===== config.mk =====
export PLATFORM = sky130hd
export DESIGN_NAME = top_arb
export DESIGN_NICKNAME = d
export VERILOG_FILES = /design/src/rtl/top_arb_pkg.sv /design/src/rtl/top_arb_rr.sv /design/src/rtl/top_arb.sv
export SDC_FILE = /design/constraint.sdc
export NUM_CORES = 1
export LEC_CHECK = 0
export ABC_CLOCK_PERIOD_IN_PS = 3650
export CORE_MARGIN = 5
export CORE_UTILIZATION = 24
export DETAILED_ROUTE_END_ITERATION = 8
export PLACE_DENSITY = 0.56
export SLEW_MARGIN = 0
export SYNTH_ARGS = -nofsm -noshare
export SYNTH_HDL_FRONTEND = slang
export SYNTH_HIERARCHICAL = 1
export SYNTH_SLANG_ARGS = --single-unit

===== constraint.sdc =====
create_clock -name main_clk_i -period 3.65 [get_ports main_clk_i]
set_clock_uncertainty 0.1 [all_clocks]
set_input_delay 0.9125 -clock main_clk_i [delete_from_list [all_inputs] [get_ports main_clk_i]]
set_output_delay 0.9125 -clock main_clk_i [all_outputs]
set_load 0.1 [all_outputs]

===== src/rtl/top_arb_pkg.sv =====
// Shared types and helpers for the round-robin burst arbiter.
package top_arb_pkg;

  // Arbiter is either idle (looking for a winner) or holding a grant for one burst.
  typedef enum logic {
    IDLE  = 1'b0,
    GRANT = 1'b1
  } arb_state_e;

  // Beat counter must be able to count up to depth_p without wrapping.
  function automatic int cnt_width(input int depth);
    return $clog2(depth + 1);
  endfunction

endpackage


===== src/rtl/top_arb_rr.sv =====
// Rotating-priority picker: first set request bit scanning from ptr upward, wrapping.
module top_arb_rr #(
  parameter int num_p = 3
) (
  input  logic [num_p-1:0]         req,
  input  logic [$clog2(num_p)-1:0] ptr,
  output logic [num_p-1:0]         gnt,
  output logic                     any_o
);

  logic found;

  // Scan offsets 0..num_p-1 from ptr; the first requesting position wins.
  always_comb begin
    gnt   = '0;
    found = 1'b0;
    for (int i = 0; i < num_p; i++) begin
      for (int j = 0; j < num_p; j++) begin
        if (!found && req[j] && (((int'(ptr) + i) % num_p) == j)) begin
          gnt[j] = 1'b1;
          found  = 1'b1;
        end
      end
    end
  end

  assign any_o = |req;

endmodule


===== src/rtl/top_arb.sv =====
// Round-robin burst arbiter feeding the single top_core data input.
// A grant is locked for one burst (or depth_p beats at most), then priority rotates.
module top_arb
  import top_arb_pkg::*;
#(
  parameter int width_p = 10,
  parameter int depth_p = 4,
  parameter int num_p   = 3
) (
  input  logic                       main_clk_i,
  input  logic                       main_rst_an_i,
  input  logic [num_p-1:0]           req_valid_i,
  input  logic [num_p*width_p-1:0]   req_data_i,
  input  logic [num_p-1:0]           req_last_i,
  output logic [num_p-1:0]           req_ready_o,
  output logic [width_p-1:0]         data_o,
  output logic                       data_valid_o,
  input  logic                       data_ready_i,
  output logic [num_p-1:0]           grant_o,
  output logic                       busy_o
);

  localparam int ptr_w = $clog2(num_p);
  localparam int cnt_w = cnt_width(depth_p);

  arb_state_e         state_q, state_d;
  logic [num_p-1:0]   grant_q, grant_d;
  logic [ptr_w-1:0]   ptr_q, ptr_d;
  logic [ptr_w-1:0]   g_idx, ptr_inc;
  logic [cnt_w-1:0]   cnt_q, cnt_d;
  logic [num_p-1:0]   rr_gnt;
  logic               rr_any;
  logic               last_sel;
  logic               xfer;
  logic               rel;

  top_arb_rr #(.num_p(num_p)) u_rr (
    .req   (req_valid_i),
    .ptr   (ptr_q),
    .gnt   (rr_gnt),
    .any_o (rr_any)
  );

  // Route the granted requester to the downstream port; everything is zero while idle.
  always_comb begin
    data_o       = '0;
    data_valid_o = 1'b0;
    req_ready_o  = '0;
    last_sel     = 1'b0;
    g_idx        = '0;
    for (int k = 0; k < num_p; k++) begin
      if (grant_q[k]) begin
        data_o         = req_data_i[k*width_p +: width_p];
        data_valid_o   = req_valid_i[k];
        req_ready_o[k] = data_ready_i;
        last_sel       = req_last_i[k];
        g_idx          = ptr_w'(k);
      end
    end
  end

  assign ptr_inc = (g_idx == ptr_w'(num_p - 1)) ? '0 : g_idx + 1'b1;
  assign xfer    = data_valid_o & data_ready_i;
  assign rel     = xfer & (last_sel | (cnt_q == cnt_w'(depth_p - 1)));

  // Next-state: pick a winner when idle, count beats and release on last or at the depth cap.
  always_comb begin
    state_d = state_q;
    grant_d = grant_q;
    ptr_d   = ptr_q;
    cnt_d   = cnt_q;
    unique case (state_q)
      IDLE: begin
        if (rr_any) begin
          state_d = GRANT;
          grant_d = rr_gnt;
        end
      end
      GRANT: begin
        if (rel) begin
          state_d = IDLE;
          grant_d = '0;
          cnt_d   = '0;
          ptr_d   = ptr_inc;
        end else if (xfer) begin
          cnt_d = cnt_q + 1'b1;
        end
      end
      default: begin
        state_d = IDLE;
        grant_d = '0;
        cnt_d   = '0;
      end
    endcase
  end

  // State, grant, pointer and beat counter registers.
  always_ff @(posedge main_clk_i or negedge main_rst_an_i) begin
    if (!main_rst_an_i) begin
      state_q <= IDLE;
      grant_q <= '0;
      ptr_q   <= '0;
      cnt_q   <= '0;
    end else begin
      state_q <= state_d;
      grant_q <= grant_d;
      ptr_q   <= ptr_d;
      cnt_q   <= cnt_d;
    end
  end

  assign grant_o = grant_q;
  assign busy_o  = (state_q == GRANT);

endmodule


==> impl_metrics.json <==
{
  "run_status": "finished clean",
  "cts_buffers": 3,
  "fmax_ghz": 0.318,
  "fp.coreArea_sq_um": 3360,
  "synthDistinctLibCells": 28,
  "cp_cell_sequence": "clkdlybuf4s50_1 > a21oi_1 > and2_4 > nor2_2 > buf_12",
  "cap_viol_max_count": 0,
  "p_comb_frac": 0.806,
  "vias_per_cell": 4.87,
  "detail_route.wl_per_cell_um": 13.9,
  "chipHeight_um": 69.0,
  "worst_pin_slew_ns": 0.635,
  "holdPathStages": 2,
  "reg2reg_to": "ptr_q[1]$_DFFE_PN0P_",
  "syn-num-nets": 148,
  "synth_top_area_cell": "dfrtp_1",
  "cts_setup_buffers": 0,
  "syn_avg_cell_area_sq_um": 7.95,
  "cts_root_buffer": "clkbuf_4",
  "yosys_warnings": 6,
  "fin_hold_ws_ns": 0.383,
  "yosys_register_bits": 9,
  "slew-limit-headroom": 0.576,
  "grt_pass1_vias": 962,
  "path_max_fanout": 5,
  "cp.arrival_ns": 2.13,
  "power.switching_mw": 0.728,
  "hpwlAfterDp_um": 2400,
  "fin_nets": 205,
  "synthArstFlopShare": 1.00,
  "synth.top_cells.by_area": "dfrtp_1 (27%), a22oi_1 (9.9%), nand2_1 (9.9%)",
  "drive_above_1_share": 0.261,
  "tns_ns": 0,
  "worst_hold_path_type": "register to register",
  "cts-resized-gates": 0,
  "die-area_sq_um": 4760,
  "power.leakage_nw": 0.668,
  "overflow": 0,
  "antenna_found_initial": 0,
  "synth_edf_count": 0,
  "ant_nets": 0,
  "rsz0062_at_grt": "false",
  "n_antenna_cell": 0,
  "p_seq_frac": 0.138,
  "hold_viol_final": 0,
  "netlist.area_leader.share": 0.270,
  "clock_latency_ns": 0.25,
  "clock_sinks": 9,
  "post-synth-top-count-cell": "nand2_1",
  "route.detailed.drc": 0,
  "setup_viol": 0,
  "htreeDepth": 1,
  "drt-total-wl_um": 2870,
  "start_kind": "input port",
  "required_ns": 2.64,
  "min_period_ns": 3.15,
  "max-vdd-ir-drop_uv": 365,
  "grt_pass1_wl_um": 4330,
  "cts_tree": "built",
  "r2r-start": "grant_o[1]$_DFFE_PN0P_",
  "cts.hold.buffers_added": 0,
  "post-route-period-util": 0.862,
  "grt.total_usage": 0.117,
  "power_density_nw_per_um2": 786,
  "clkPwrFrac": 0.057,
  "p_int_mw": 0.555,
  "critPathCaptureType": "output pin",
  "path_clk_slew_ns": 0.06,
  "routabilityCongestion": 0.757,
  "die_x_um": 69.0,
  "critPathSlowestCell": "clkdlybuf4s50_1",
  "fp-row-count": 21,
  "design_area_sq_um": 1630,
  "syn_inst": 105,
  "grt_max_degree": 28,
  "final_max_slew_viol_count": 0,
  "regToRegSetupSlack_ns": 1.50,
  "min-delay-start": "cnt_q[2]$_DFFE_PN0P_",
  "clock_path_buffers": 2,
  "ff2ff_path_depth": 4,
  "start_util": 0.248,
  "firstDrtPassIters": 4,
  "synth_common_cells": "nand2_1 (22), o21ai_0 (16), a22oi_1 (11)",
  "post_dp_cell_area_sq_um": 1610,
  "num_io_pins": 57,
  "critPathKind": "input port to output pin",
  "min_to": "cnt_q[2]$_DFFE_PN0P_",
  "io_buffers": 56,
  "switching_share": 0.567,
  "vias": 1008,
  "syn_area_sq_um": 835,
  "synthToLayoutAreaGrowth_pct": 95.7,
  "initialDrtViolationCount": 31,
  "dominantRegCellSynth": "dfrtp_1",
  "ys_seq_area_frac": 0.270,
  "critPathMaxStageDelay_ns": 0.54
}
[per-layer routing]
| layer | wire [um] | up-vias | global-route usage | part of all wire |
|---|---|---|---|---|
| met5 | 0 | - | 0 | 0 |
| met4 | 0 | 0 | 0.0146 | 0 |
| met3 | 464 | 0 | 0.0389 | 0.16 |
| met2 | 1200 | 59 | 0.202 | 0.42 |
| met1 | 1210 | 461 | 0.143 | 0.42 |
| li1 | - | 488 | - | - |
[per-stage QoR]
step | instances | total power, mW | setup WS (ns) | utilization
3_3_place_gp | 203 | 1.21 | 0.509 | 0.478
5_1_grt | 207 | 1.36 | 0.409 | 0.485
4_1_cts | 207 | 1.30 | 0.497 | 0.485
3_5_place_dp | 203 | 1.22 | 0.499 | 0.478
6_report | 207 | 1.28 | 0.505 | 0.485
2_1_floorplan | 105 | 0.873 | 0.119 | -
[flip-flops by register name, indices dropped and copies added, names as in the netlist]
signal	flops
busy_o	1
cnt_q	3
grant_o	3
ptr_q	2
[final cells by class]
class / instances / area [sq um]
clock buffer: 4 / 26.3
fill: 335 / 1730
inverter: 4 / 15.0
multi-input combinational: 86 / 603
sequential: 9 / 225
tap: 46 / 57.6
timing repair buffer: 58 / 706
[worst max path at each step]
stage / startpoint / slack (ns) / depth (start not counted) / to
finish: req_valid_i[1] / 0.50 / 5 / data_valid_o
global placement: req_valid_i[0] / 0.51 / 5 / data_valid_o
floorplan: grant_o[2]$_DFFE_PN0P_ / 0.12 / 3 / req_ready_o[2]
CTS: req_valid_i[1] / 0.50 / 5 / data_valid_o
global route: req_valid_i[1] / 0.41 / 5 / data_valid_o
detailed placement: req_valid_i[0] / 0.50 / 5 / data_valid_o
[placed cells by master (no fill, tap or decap), types with 2 or more instances in the layout]
master	Yosys	final
a22oi_1	11	11
and2_1	3	3
and2_4	2	2
buf_12	0	14
buf_4	0	6
clkbuf_4	0	3
clkdlybuf4s50_1	0	38
dfrtp_1	9	9
ha_1	4	4
inv_1	4	4
mux2_2	2	2
nand2_1	22	22
nand2b_1	2	2
nor2_1	6	5
nor2b_1	4	4
o21ai_0	16	6
o21ai_2	0	10
o21ba_1	2	2
[critical path, delay by kind of cell]
| kind | cells | cell delay, ns |
|---|---|---|
| buffers and inverters | 2 | 0.73 |
| AND/OR/NAND/NOR | 2 | 0.38 |
| AO/OA/AOI/OAI | 1 | 0.11 |
[cells by family after synthesis]
logic type               Yosys count  synth area share
flip-flops                         9             0.270
multiplexers                       2            0.0270
buffers and inverters             10            0.0555
AND/OR/NAND/NOR                   45             0.300
AO/OA/AOI/OAI                     35             0.288
adder cells (fa/ha/maj)            4            0.0600
[power groups by stage]
stage	clock, mW	combinational [mW]	sequential (mW)
after floorplan	0	0.646	0.228
after global placement	0	1.03	0.177
after detailed placement	0	1.04	0.179
after CTS	0.0755	1.04	0.178
after global routing	0.0838	1.09	0.185
final	0.0727	1.03	0.176
Power figures use the tool's default switching activity.
